**src/rtl/weight_fetch_ctrl.sv**
```systemverilog
// weight_fetch_ctrl
//   Sequencer for the wide weight ROM. On start it fetches num_words_i consecutive
//   ROM words beginning at base_addr_i (addresses wrap DEPTH-1 -> 0) and streams them
//   to the PE array over valid/ready. The ROM's 1-cycle read latency is absorbed by a
//   2-entry output buffer; reads are issued only when a buffer slot is guaranteed, so
//   back-pressure never drops a word.
//
// Ports
//   clk_i, rst_n_i   clock (rising edge), asynchronous active-low reset
//   start_i          start pulse, only honoured in IDLE
//   base_addr_i      first ROM address, sampled with start_i
//   num_words_i      run length (0..DEPTH), sampled with start_i
//   busy_o           high from the cycle after an accepted start through done_o
//   done_o           1-cycle pulse when the run is complete
//   rom_rd_en_o      ROM read enable
//   rom_addr_o       ROM read address (registered)
//   rom_rd_i         ROM read data, valid the cycle after rom_rd_en_o
//   w_valid_o        output word valid
//   w_ready_i        consumer ready
//   w_data_o         output word, lane 0 in the LSBs
//   w_last_o         marks the final word of the run
//   stall_cnt_o      (WEIGHT_FETCH_STALL_CNT_EN only) cycles with w_valid_o & !w_ready_i
//
// Configuration macro: WEIGHT_FETCH_STALL_CNT_EN adds the stall_cnt_o counter port.

module weight_fetch_ctrl #(
    parameter int WIDTH   = 8,
    parameter int K       = 4,
    parameter int DEPTH   = 16,
    parameter int DEPTH_W = $clog2(DEPTH),
    parameter int CNT_W   = DEPTH_W + 1
) (
    input  logic                 clk_i,
    input  logic                 rst_n_i,
    input  logic                 start_i,
    input  logic [DEPTH_W-1:0]   base_addr_i,
    input  logic [CNT_W-1:0]     num_words_i,
    output logic                 busy_o,
    output logic                 done_o,
    output logic                 rom_rd_en_o,
    output logic [DEPTH_W-1:0]   rom_addr_o,
    input  logic [K*WIDTH-1:0]   rom_rd_i,
    output logic                 w_valid_o,
    input  logic                 w_ready_i,
    output logic [K*WIDTH-1:0]   w_data_o,
    output logic                 w_last_o
`ifdef WEIGHT_FETCH_STALL_CNT_EN
    ,
    output logic [31:0]          stall_cnt_o
`endif
);

    localparam int DW = K * WIDTH;

    typedef enum logic [1:0] {S_IDLE, S_FETCH, S_DRAIN, S_DONE} state_t;

    state_t               state_q, state_d;
    logic [DEPTH_W-1:0]   addr_q, addr_d;
    logic [CNT_W-1:0]     issue_left_q, issue_left_d;     // reads still to issue
    logic [CNT_W-1:0]     deliver_left_q, deliver_left_d; // words still to hand over
    logic                 inflight_q;                     // read issued last cycle
    logic [1:0]           occ_q;
    logic                 wr_ptr_q, rd_ptr_q;
    logic [1:0][DW-1:0]   buf_q;

    logic                 pop;
    logic                 start_ok;
    logic [2:0]           credit_used;
    logic [DEPTH_W-1:0]   addr_inc;

    assign pop      = w_valid_o & w_ready_i;
    assign start_ok = (state_q == S_IDLE) & start_i;

    // Slots already spoken for: buffered words plus the word arriving from the ROM.
    // A pop this cycle frees one, so the test is occ + inflight - pop < 2, written
    // without subtraction to stay unsigned.
    assign credit_used = {1'b0, occ_q} + {2'b00, inflight_q};
    assign rom_rd_en_o = (state_q == S_FETCH) && (issue_left_q != '0) &&
                         (credit_used < (3'd2 + {2'b00, pop}));

    // DEPTH need not be a power of two, so wrap explicitly.
    assign addr_inc = (addr_q == DEPTH_W'(DEPTH - 1)) ? '0 : addr_q + DEPTH_W'(1);

    assign busy_o     = (state_q != S_IDLE);
    assign done_o     = (state_q == S_DONE);
    assign rom_addr_o = addr_q;
    assign w_valid_o  = (occ_q != 2'd0);
    assign w_data_o   = buf_q[rd_ptr_q];
    assign w_last_o   = w_valid_o && (deliver_left_q == CNT_W'(1));

    always_comb begin
        state_d        = state_q;
        addr_d         = addr_q;
        issue_left_d   = issue_left_q;
        deliver_left_d = deliver_left_q;
        case (state_q)
            S_IDLE: begin
                if (start_i) begin
                    addr_d         = base_addr_i;
                    issue_left_d   = num_words_i;
                    deliver_left_d = num_words_i;
                    state_d        = (num_words_i == '0) ? S_DONE : S_FETCH;
                end
            end
            S_FETCH: begin
                if (rom_rd_en_o) begin
                    addr_d       = addr_inc;
                    issue_left_d = issue_left_q - CNT_W'(1);
                    if (issue_left_q == CNT_W'(1)) state_d = S_DRAIN;
                end
            end
            S_DRAIN: ;
            S_DONE:  state_d = S_IDLE;
            default: state_d = S_IDLE;
        endcase
        // Words can only be popped while a run is active (buffer is empty otherwise).
        if (pop && (state_q == S_FETCH || state_q == S_DRAIN)) begin
            deliver_left_d = deliver_left_q - CNT_W'(1);
            if (deliver_left_q == CNT_W'(1)) state_d = S_DONE;
        end
    end

    always_ff @(posedge clk_i or negedge rst_n_i) begin
        if (!rst_n_i) begin
            state_q        <= S_IDLE;
            addr_q         <= '0;
            issue_left_q   <= '0;
            deliver_left_q <= '0;
        end else begin
            state_q        <= state_d;
            addr_q         <= addr_d;
            issue_left_q   <= issue_left_d;
            deliver_left_q <= deliver_left_d;
        end
    end

    // Output buffer: ROM data lands the cycle after the issue and is captured at the
    // end of that cycle, so the write strobe is simply the registered issue flag.
    always_ff @(posedge clk_i or negedge rst_n_i) begin
        if (!rst_n_i) begin
            inflight_q <= 1'b0;
            occ_q      <= 2'd0;
            wr_ptr_q   <= 1'b0;
            rd_ptr_q   <= 1'b0;
            buf_q      <= '0;
        end else begin
            inflight_q <= rom_rd_en_o;
            occ_q      <= occ_q + {1'b0, inflight_q} - {1'b0, pop};
            if (inflight_q) begin
                buf_q[wr_ptr_q] <= rom_rd_i;
                wr_ptr_q        <= ~wr_ptr_q;
            end
            if (pop) rd_ptr_q <= ~rd_ptr_q;
        end
    end

`ifdef WEIGHT_FETCH_STALL_CNT_EN
    logic [31:0] stall_cnt_q;

    always_ff @(posedge clk_i or negedge rst_n_i) begin
        if (!rst_n_i) begin
            stall_cnt_q <= '0;
        end else if (start_ok) begin
            stall_cnt_q <= '0;
        end else if (busy_o && w_valid_o && !w_ready_i && (stall_cnt_q != '1)) begin
            stall_cnt_q <= stall_cnt_q + 32'd1;
        end
    end

    assign stall_cnt_o = stall_cnt_q;
`else
    // start_ok only feeds the optional counter.
    logic unused_start_ok;
    assign unused_start_ok = start_ok;
`endif

endmodule
```
**config.mk**
```make
export PLATFORM = sky130hd
export DESIGN_NAME = weight_fetch_ctrl
export DESIGN_NICKNAME = d
export VERILOG_FILES = /design/src/rtl/weight_fetch_ctrl.sv
export SDC_FILE = /design/constraint.sdc
export NUM_CORES = 1
export LEC_CHECK = 0
export BUFFER_PORTS_ARGS = -buffer_cell sky130_fd_sc_hd__buf_4
export CELL_PAD_IN_SITES_DETAIL_PLACEMENT = 0
export CELL_PAD_IN_SITES_GLOBAL_PLACEMENT = 1
export CORE_ASPECT_RATIO = 1.25
export CORE_MARGIN = 10
export CORE_UTILIZATION = 40
export CTS_CLUSTER_DIAMETER = 50
export DETAILED_ROUTE_END_ITERATION = 8
export PLACE_DENSITY = 0.77
export SYNTH_ARGS = -nofsm -noshare
export SYNTH_HDL_FRONTEND = slang
export SYNTH_SLANG_ARGS = --single-unit
```
**constraint.sdc**
```tcl
create_clock -name clk_i -period 2.7 [get_ports clk_i]
set_input_delay 0.27 -clock clk_i [delete_from_list [all_inputs] [get_ports clk_i]]
set_output_delay 0.27 -clock clk_i [all_outputs]
set_load 0.005 [all_outputs]
```
# Yosys cells after proc, flatten, opt, wreduce, memory -nomap -nowiden
# Cells that the tools add are included.
# Widths: inputs -> output; s select.
[word_totals] reg_bits=85 elab_cells=69 output_inout_bits=41 in_bits=45
[op_classes] reduce_logical=16 add_sub_neg=7 n_eq_ne=8 muxes=21 bitwise_logic=3 n_lt_le_gt_ge=4
[ops] op="$mux 32" n=3
[ops] op="$bwmux 64" n=1
[ops] op="$demux 32 s1" n=1
[ops] op="$mux 5" n=4
[ops] op="$mux 2" n=6
[ops] op="$mux 4" n=3
[ops] op="$eq 5x1->1 const B" n=2
[ops] op="$pmux 5 s2" n=1
[ops] op="$reduce_bool 2->1" n=5
[ops] op="$sub 5x1->5 const B" n=2
[ops] op="$pmux 4 s2" n=1
[ops] op="$pmux 2 s3" n=1
[ops] op="$logic_and 1x1->1" n=5
[ops] op="$logic_not 5->1" n=1
[ops] op="$reduce_bool 5->1" n=1
[ops] op="$add 4x1->4 const B" n=1
[ops] op="$eq 2x2->1 const B" n=2
[ops] op="$eq 4x4->1 const B" n=1
[ops] op="$lt 1x2->1 const B" n=2
[ops] op="$ne 2x2->1 const B" n=2
[ops] op="$add 2x1->3" n=1
[ops] op="$add 2x1->3 const A" n=1
[ops] op="$lt 3x3->1" n=1
[ops] op="$reduce_and 3->1" n=1
[ops] op="other kinds (9)" n=10

# Logic depth before layout (Yosys ltp)
# Gate-level depths: netlist of the first run.
[depth] ltp_word=9 mapped_depth=8 ltp_nobuf=7

# Worst setup path before layout of the first run
# OpenSTA, ideal clock, no wires.
[synth_timing] path_type="flip-flop to flip-flop" startpoint="reg inflight_q" endpoint="reg issue_left_q[4]" n_path_buf=0 arrival_time_ns=1.632 path_stages_with_launch=7 period_less_slack_ns=1.759 path_slack_ns=0.941 setup_time_ns=0.127 required_time_ns=2.573 cell_sequence="dfrtp_1 -> ha_1 -> ha_1 -> or4b_1 -> a21oi_1 -> a211o_1 -> nand3_1"
[synth_via] elab_chain_cells=5
[synth_lines] element="start: declaration" line_no="61" text="logic inflight_q;"
[synth_lines] element="start signal: assignment" line_no="147" text="inflight_q <= rom_rd_en_o;"
[synth_lines] element="$add 2x1->3" line_no="77" text="assign credit_used = {1'b0, occ_q} + {2'b00, inflight_q};"
[synth_lines] element="$lt 3x3->1" line_no="79" text="(credit_used < (3'd2 + {2'b00, pop}));"
[synth_lines] element="$logic_and 1x1->1" line_no="78" text="assign rom_rd_en_o = (state_q == S_FETCH) && (issue_left_q != '0) &&"
[synth_lines] element="$ne 2x2->1 (no line)"
[synth_lines] element="$reduce_and 3->1 (no line)"
[synth_lines] element="end signal: assignment" line_no="132" text="issue_left_q <= issue_left_d;"
[synth_lines] element="end: declaration" line_no="59" text="logic [CNT_W-1:0] issue_left_q, issue_left_d;"
# Every way passes these cells.
# A chain may end at the register's enable or synchronous reset.

# Final worst setup path of the first run
[layout_timing] startpoint="reg inflight_q" endpoint="out rom_rd_en_o"
[layout_via] elab_chain_cells=3
[layout_lines] element="$add 2x1->3" line_no="77"
[layout_lines] element="$lt 3x3->1" line_no="79"
[layout_lines] element="$logic_and 1x1->1" line_no="78"
[layout_lines] element="end: declaration" line_no="40" text="output logic rom_rd_en_o,"
# Every way passes these cells.

==> run metrics, run 1 <==
status finished clean; synth cell count leaders dfrtp_1 (85), mux2_1 (56), mux2_2 (44); EDFF count, synth 0; fin crit period 2.29 ns; number of diodes 0; io pins 86; Peak VDD IR 0.492 mV; clk root buf clkbuf_16; nets 481; DR vias/cell around 5.3; TritonRoute pass-1 iters 4; CTS max path bufs 2; R2R Path Start state_q[0]; Resize count post-CTS 0; Static Leak 2.44 nW; GR Overflow Total 0; clock skew 0.00542 ns; RSZ-0062 raised after global routing no; Layout fillers roughly 940; syn nets 395; post-layout instance count excluding filler cells ~560; Worst-Margin Slew 1.06 ns; Final Hold Slack 0.131 ns; placed cell count 543; Syn Inst Count 336; count of state elements after synthesis 85; CP Capture Type output pin; Die ar. 15100 um2; Synth cell types 48; # H-tree levels 3; Crit path arrival time 2.02 ns; row cnt 42; Synth area leader dfrtp_1; initial antenna violation count 0; Rel. slew slack 29.0%; Die Y between 100 and 150 um; share of post-route cells with drive strength above 1 37.5%; hold_buf cts 0; FF-to-FF End rom_addr_o[1]; Max Fclk between 0.4 and 0.5 GHz; ys flop type dfrtp_1; slowest stage delay, CP 0.44 ns; critical path cell sequence ha_1 > ha_1 > o21ai_1 > and3_1 > buf_4; top post-synthesis cells by area dfrtp_1 (50%), mux2_1 (15%), mux2_2 (12%), ha_1 (4.1%), buf_2 (1.4%); setup TNS 0 ns; drt drc 0; total CTS buffers 9; pin count of the biggest net entering global routing 86; CTS tree yes; cell with the most instances after synthesis dfrtp_1; core area 10500 um2; Multi-input gate area 1990 um2; Max Cap Viol 0; Syn Area/Cell 12.6 um2; CP Data Required Time 2.43 ns; DP Wirelength approximately 7000 um; share of Yosys cell area claimed by the top area cell type 50.1%; Final Hold Fails 0; DRT iter0 DRCs between 100 and 150; clk_lat worst skew 0.33 ns; Clock Sink Count 85; Die Wd 112 um; CP Launch Type flop; Pwr Density 1300 nW/um2; sequential fraction of the synthesis area between 50 and 60%; Mapped Area about 4200 um2; Max Slew Vio Count 0; final setup vio count 0; flop2flop setup slack 0.74 ns; Slowest-stage cell, CP dfrtp_1; first-pass GRT wire length 16400 um; final WL 9750 um; port bufs 85; Placer Congestion 0.821; FF-to-FF path depth 6; Critical Path Most Common Cell ha_1; Clock Pin Slew Worst Setup and Hold Paths 0.06 ns; vias in the first global route between 3000 and 4000; GRT Resource Usage Total 13.1%; FF+latch area around 2100 um2; Post-CTS Setup Inserts 0; crit share post-route a little over four fifths; Crit Path Max Fanout 8; area delta synth->final 27.3%; share of flip-flops with an asynchronous set or reset between 90% and 100%; HP Class in2async; antenna-violating nets left 0; WL per Instance 17.4 um; CP Class reg2out; Initial Utilization 40.6%; vias 2962; Ys Warns 0
cells by family after synthesis:
group / count (synthesis) / share of synthesized area [%]
adder cells (fa/ha/maj): 14 / 4.13
flip-flops: 85 / 50.1
AO/OA/AOI/OAI: 43 / 6.96
XOR/XNOR: 4 / 0.826
buffers and inverters: 30 / 3.01
multiplexers: 102 / 27.1
AND/OR/NAND/NOR: 58 / 7.82
metrics by stage:
step | setup WS [ns] | util, % | instance area [um2] | total power [W]
6_report | 0.414 | 51.7 | 5400 | 0.00704
5_1_grt | 0.301 | 51.7 | 5400 | 0.00757
4_1_cts | 0.395 | 51.7 | 5400 | 0.00714
3_5_place_dp | 0.745 | 48.3 | 5050 | 0.00568
3_3_place_gp | 0.793 | 48.3 | 5050 | 0.00558
2_1_floorplan | 0.941 | - | 4240 | 0.00430
cell type report:
type / instances / area share, %
inverters: 13 / 0.903
repair buffers: 92 / 13.2
multi-input cells: 221 / 36.9
well taps: 132 / 3.06
clock buffers: 11 / 4.49
flip-flops and latches: 85 / 39.4
clock inverters: 5 / 1.99
cells in the final DEF (no fill, tap or decap), drive strengths merged, types with 4 or more instances in the layout:
| master | count |
|---|---|
| o21ai | 10 |
| buf | 92 |
| nand2 | 11 |
| o22ai | 4 |
| ha | 14 |
| nor2 | 11 |
| and3 | 6 |
| nor3b | 5 |
| nor3 | 6 |
| inv | 13 |
| a21oi | 9 |
| mux2 | 100 |
| o211ai | 4 |
| dfrtp | 85 |
| clkbuf | 11 |
| nand3 | 5 |
worst max path at each step:
stage,from,endpoint,slack [ns]
after global routing,inflight_q,rom_rd_en_o,0.30
after CTS,inflight_q,rom_rd_en_o,0.39
after detailed placement,inflight_q,rom_addr_o[1],0.74
after floorplan,inflight_q,issue_left_q[4],0.94
final,inflight_q,rom_rd_en_o,0.41
after global placement,inflight_q,rom_addr_o[0],0.79
critical path: cells and delay by family, from the launching register on:
family | cells | cell delay (ns)
flip-flops | 1 | 0.44
AND/OR/NAND/NOR | 1 | 0.32
AO/OA/AOI/OAI | 1 | 0.30
buffers and inverters | 1 | 0.14
adder cells (fa/ha/maj) | 2 | 0.49
state kept, by name, indices dropped and copies added (netlist names):
signal          flops
buf_q              64
deliver_left_q      5
inflight_q          1
issue_left_q        5
occ_q               2
rd_ptr_q            1
rom_addr_o          4
state_q             2
wr_ptr_q            1
power by group:
part           switching (W)  leakage, nW  total (W)  internal [W]
registers           0.000445         1.00    0.00238       0.00193
clock network       0.000502        0.170    0.00144      0.000933
logic                0.00141         1.26    0.00323       0.00182
routing by layer:
metal	vias to the layer above	track usage [%]	wire length, um
met2	78	21.2	4700
met3	11	2.62	479
li1	1399	-	-
met4	0	5.58	144
met5	-	0	0
met1	1474	16.7	4430
No activity file was read; power rests on OpenSTA's default activity.
==> run 2, diff against run 1 <==
--- a/config.mk
+++ b/config.mk
@@ -13,7 +13,7 @@
 export CORE_UTILIZATION = 40
 export CTS_CLUSTER_DIAMETER = 50
 export DETAILED_ROUTE_END_ITERATION = 8
-export PLACE_DENSITY = 0.77
+export PLACE_DENSITY = 0.8
 export SYNTH_ARGS = -nofsm -noshare
 export SYNTH_HDL_FRONTEND = slang
 export SYNTH_SLANG_ARGS = --single-unit
==> constraint.sdc (replaced) <==
create_clock -name clk_i -period 2.05 [get_ports clk_i]
set_input_delay 0.205 -clock clk_i [delete_from_list [all_inputs] [get_ports clk_i]]
set_output_delay 0.205 -clock clk_i [all_outputs]
set_load 0.005 [all_outputs]
==> run 2 against run 1 <==
  * First-iteration DRC count fell by 12%
  * Global-route usage shrank 0.30 points
  * Combinational power increased by 41%
  * Design area up 1.4%
  * Worst setup slack got worse by 0.32 ns
  * Register-to-register slack worse by 0.57 ns
  * Final cell count is 1.8% higher
==> run metrics, run 2 (synthesis results as in run 1) <==
pin count of the biggest net entering global routing 46; crit share post-route between 90% and 100%; largest registers buf_q: 64 flops, deliver_left_q: 5 flops, issue_left_q: 5 flops; total CTS buffers 9; vias 3023; vias in the first global route around 3200; Clock Pin Slew Worst Setup and Hold Paths roughly 0.070 ns; Pwr Density 1670 nW/um2; status finished clean; CP Data Required Time ~1.9 ns; HP Class in2reg; clk root buf clkbuf_16; Clock Sink Count 85; Die Y approximately 140 um; hold path start rom_rd_i[17]; GR Overflow Total 0; Hold Path Stages 2; DP Wirelength 7210 um; initial antenna violation count 0; clk_lat worst skew 0.33 ns; clock skew 0.00553 ns; DR vias/cell 5.31; flop2flop setup slack 0.17 ns; Die ar. 15100 um2; Static Leak 2.46 nW; slowest stage delay, CP 0.40 ns; WL per Instance 17.4 um; core area 10500 um2; FF-to-FF End rom_addr_o[1]; # H-tree levels 3; Initial Utilization 40.6%; CTS max path bufs 2; fin crit period 1.95 ns; port bufs 85; R2R Path Start occ_q[0]; Max Fclk 0.512 GHz; Final Hold Fails 0; WHS Endpoint buf_q[49]; TritonRoute pass-1 iters 4; FF-to-FF path depth 5; Crit path arrival time 1.75 ns; first-pass GRT wire length 16100 um; Die Wd 112 um; final setup vio count 0; Max Cap Viol 0; most common cell after layout, fill and taps aside buf_4; share of post-route cells with drive strength above 1 40.5%; Rel. slew slack between 60% and 70%; area delta synth->final 29.2%; CTS tree yes; row cnt 42; CP Launch Type flop; setup TNS 0 ns; number of diodes 0; max FFs per register 64; highest-count cells in the layout ignoring fill and taps buf_4 (97), dfrtp_1 (85), mux2_1 (56); final WL ~9900 um; CP Class reg2out; Crit Path Max Fanout 7; Pwr Total 0.00917 W; Worst-Margin Slew about 0.58 ns; CP Capture Type output pin; Max Slew Vio Count 0; antenna-violating nets left 0; Peak VDD IR 0.852 mV; nets a little under 500; GRT Resource Usage Total 12.8%; Placer Congestion 0.789; DRT iter0 DRCs roughly 110; critical path cell sequence inv_2 > ha_4 > nor4b_4 > nor2_4 > and3_4 > buf_4; Final Hold Slack roughly 0.093 ns; RSZ-0062 raised after global routing no; drt drc 0; Slowest-stage cell, CP dfrtp_1; largest register by flop count buf_q; io pins 86
-- run 2: cell count changes in the layout (fill, tap and decap cells not counted), sizes merged --
cell,change
buf,+9
bufinv,-3
dlygate4sd3,+1
clkinv,+1
inv,+2
clkinvlp,+1
clkbuf,-1
-- run 2: worst max-delay path by stage --
stage	startpoint	to	slack [ns]	cells past startpoint
2_1_floorplan	inflight_q	issue_left_q[4]	0.29	6
3_3_place_gp	occ_q[0]	rom_addr_o[0]	0.17	5
3_5_place_dp	state_q[1]	state_q[0]	0.12	7
4_1_cts	occ_q[0]	rom_rd_en_o	0.02	5
5_1_grt	issue_left_q[0]	rom_rd_en_o	0.01	6
6_report	issue_left_q[0]	rom_rd_en_o	0.1	6
-- run 2: worst max-delay path, delay by kind of cell, from the launching register on --
kind | cells | cell delay (ns)
fa+ha+maj | 1 | 0.16
simple gates | 3 | 0.61
flops | 1 | 0.40
buf+inv | 2 | 0.25
-- run 2: cell type report --
class	count	area [um2]
multi-input combinational	221	2040
tap	132	165
sequential	85	2130
fill	898	4980
clock buffer	10	239
timing repair buffer	102	818
clock inverter	6	43.8
inverter	13	48.8
-- run 2: stage by stage --
| stage | area [um2] | instances | utilization, % | setup WS, ns |
|---|---|---|---|---|
| final | 5480 | 569 | 52.4 | 0.0954 |
| after global placement | 5120 | 549 | 49.0 | 0.169 |
| after detailed placement | 5120 | 549 | 49.0 | 0.122 |
| after CTS | 5440 | 567 | 52.0 | 0.0220 |
| after global routing | 5480 | 569 | 52.4 | 0.0127 |
| after floorplan | 4240 | 336 | - | 0.291 |
-- run 2: per-layer routing --
metal | vias to the layer above | GRT usage, % | wire [um]
li1 | 1418 | - | -
met1 | 1505 | 15.8 | 4390
met2 | 91 | 21.6 | 4880
met3 | 9 | 3.32 | 499
met4 | 0 | 3.81 | 108
met5 | - | 0 | 0
-- run 2: what timing repair did --
item                       CTS  global route
hold buffers                 1             0
resized for setup            5             5
setup endpoints to repair    1             3
hold endpoints to repair    43             0
pin swaps                    0             2
buffers inserted             1             2
-- run 2: where the power goes --
part | switching [W] | leakage [nW] | internal, W
clock | 0.000665 | 0.139 | 0.000860
combinational | 0.00197 | 1.32 | 0.00257
sequential | 0.000558 | 1.00 | 0.00255
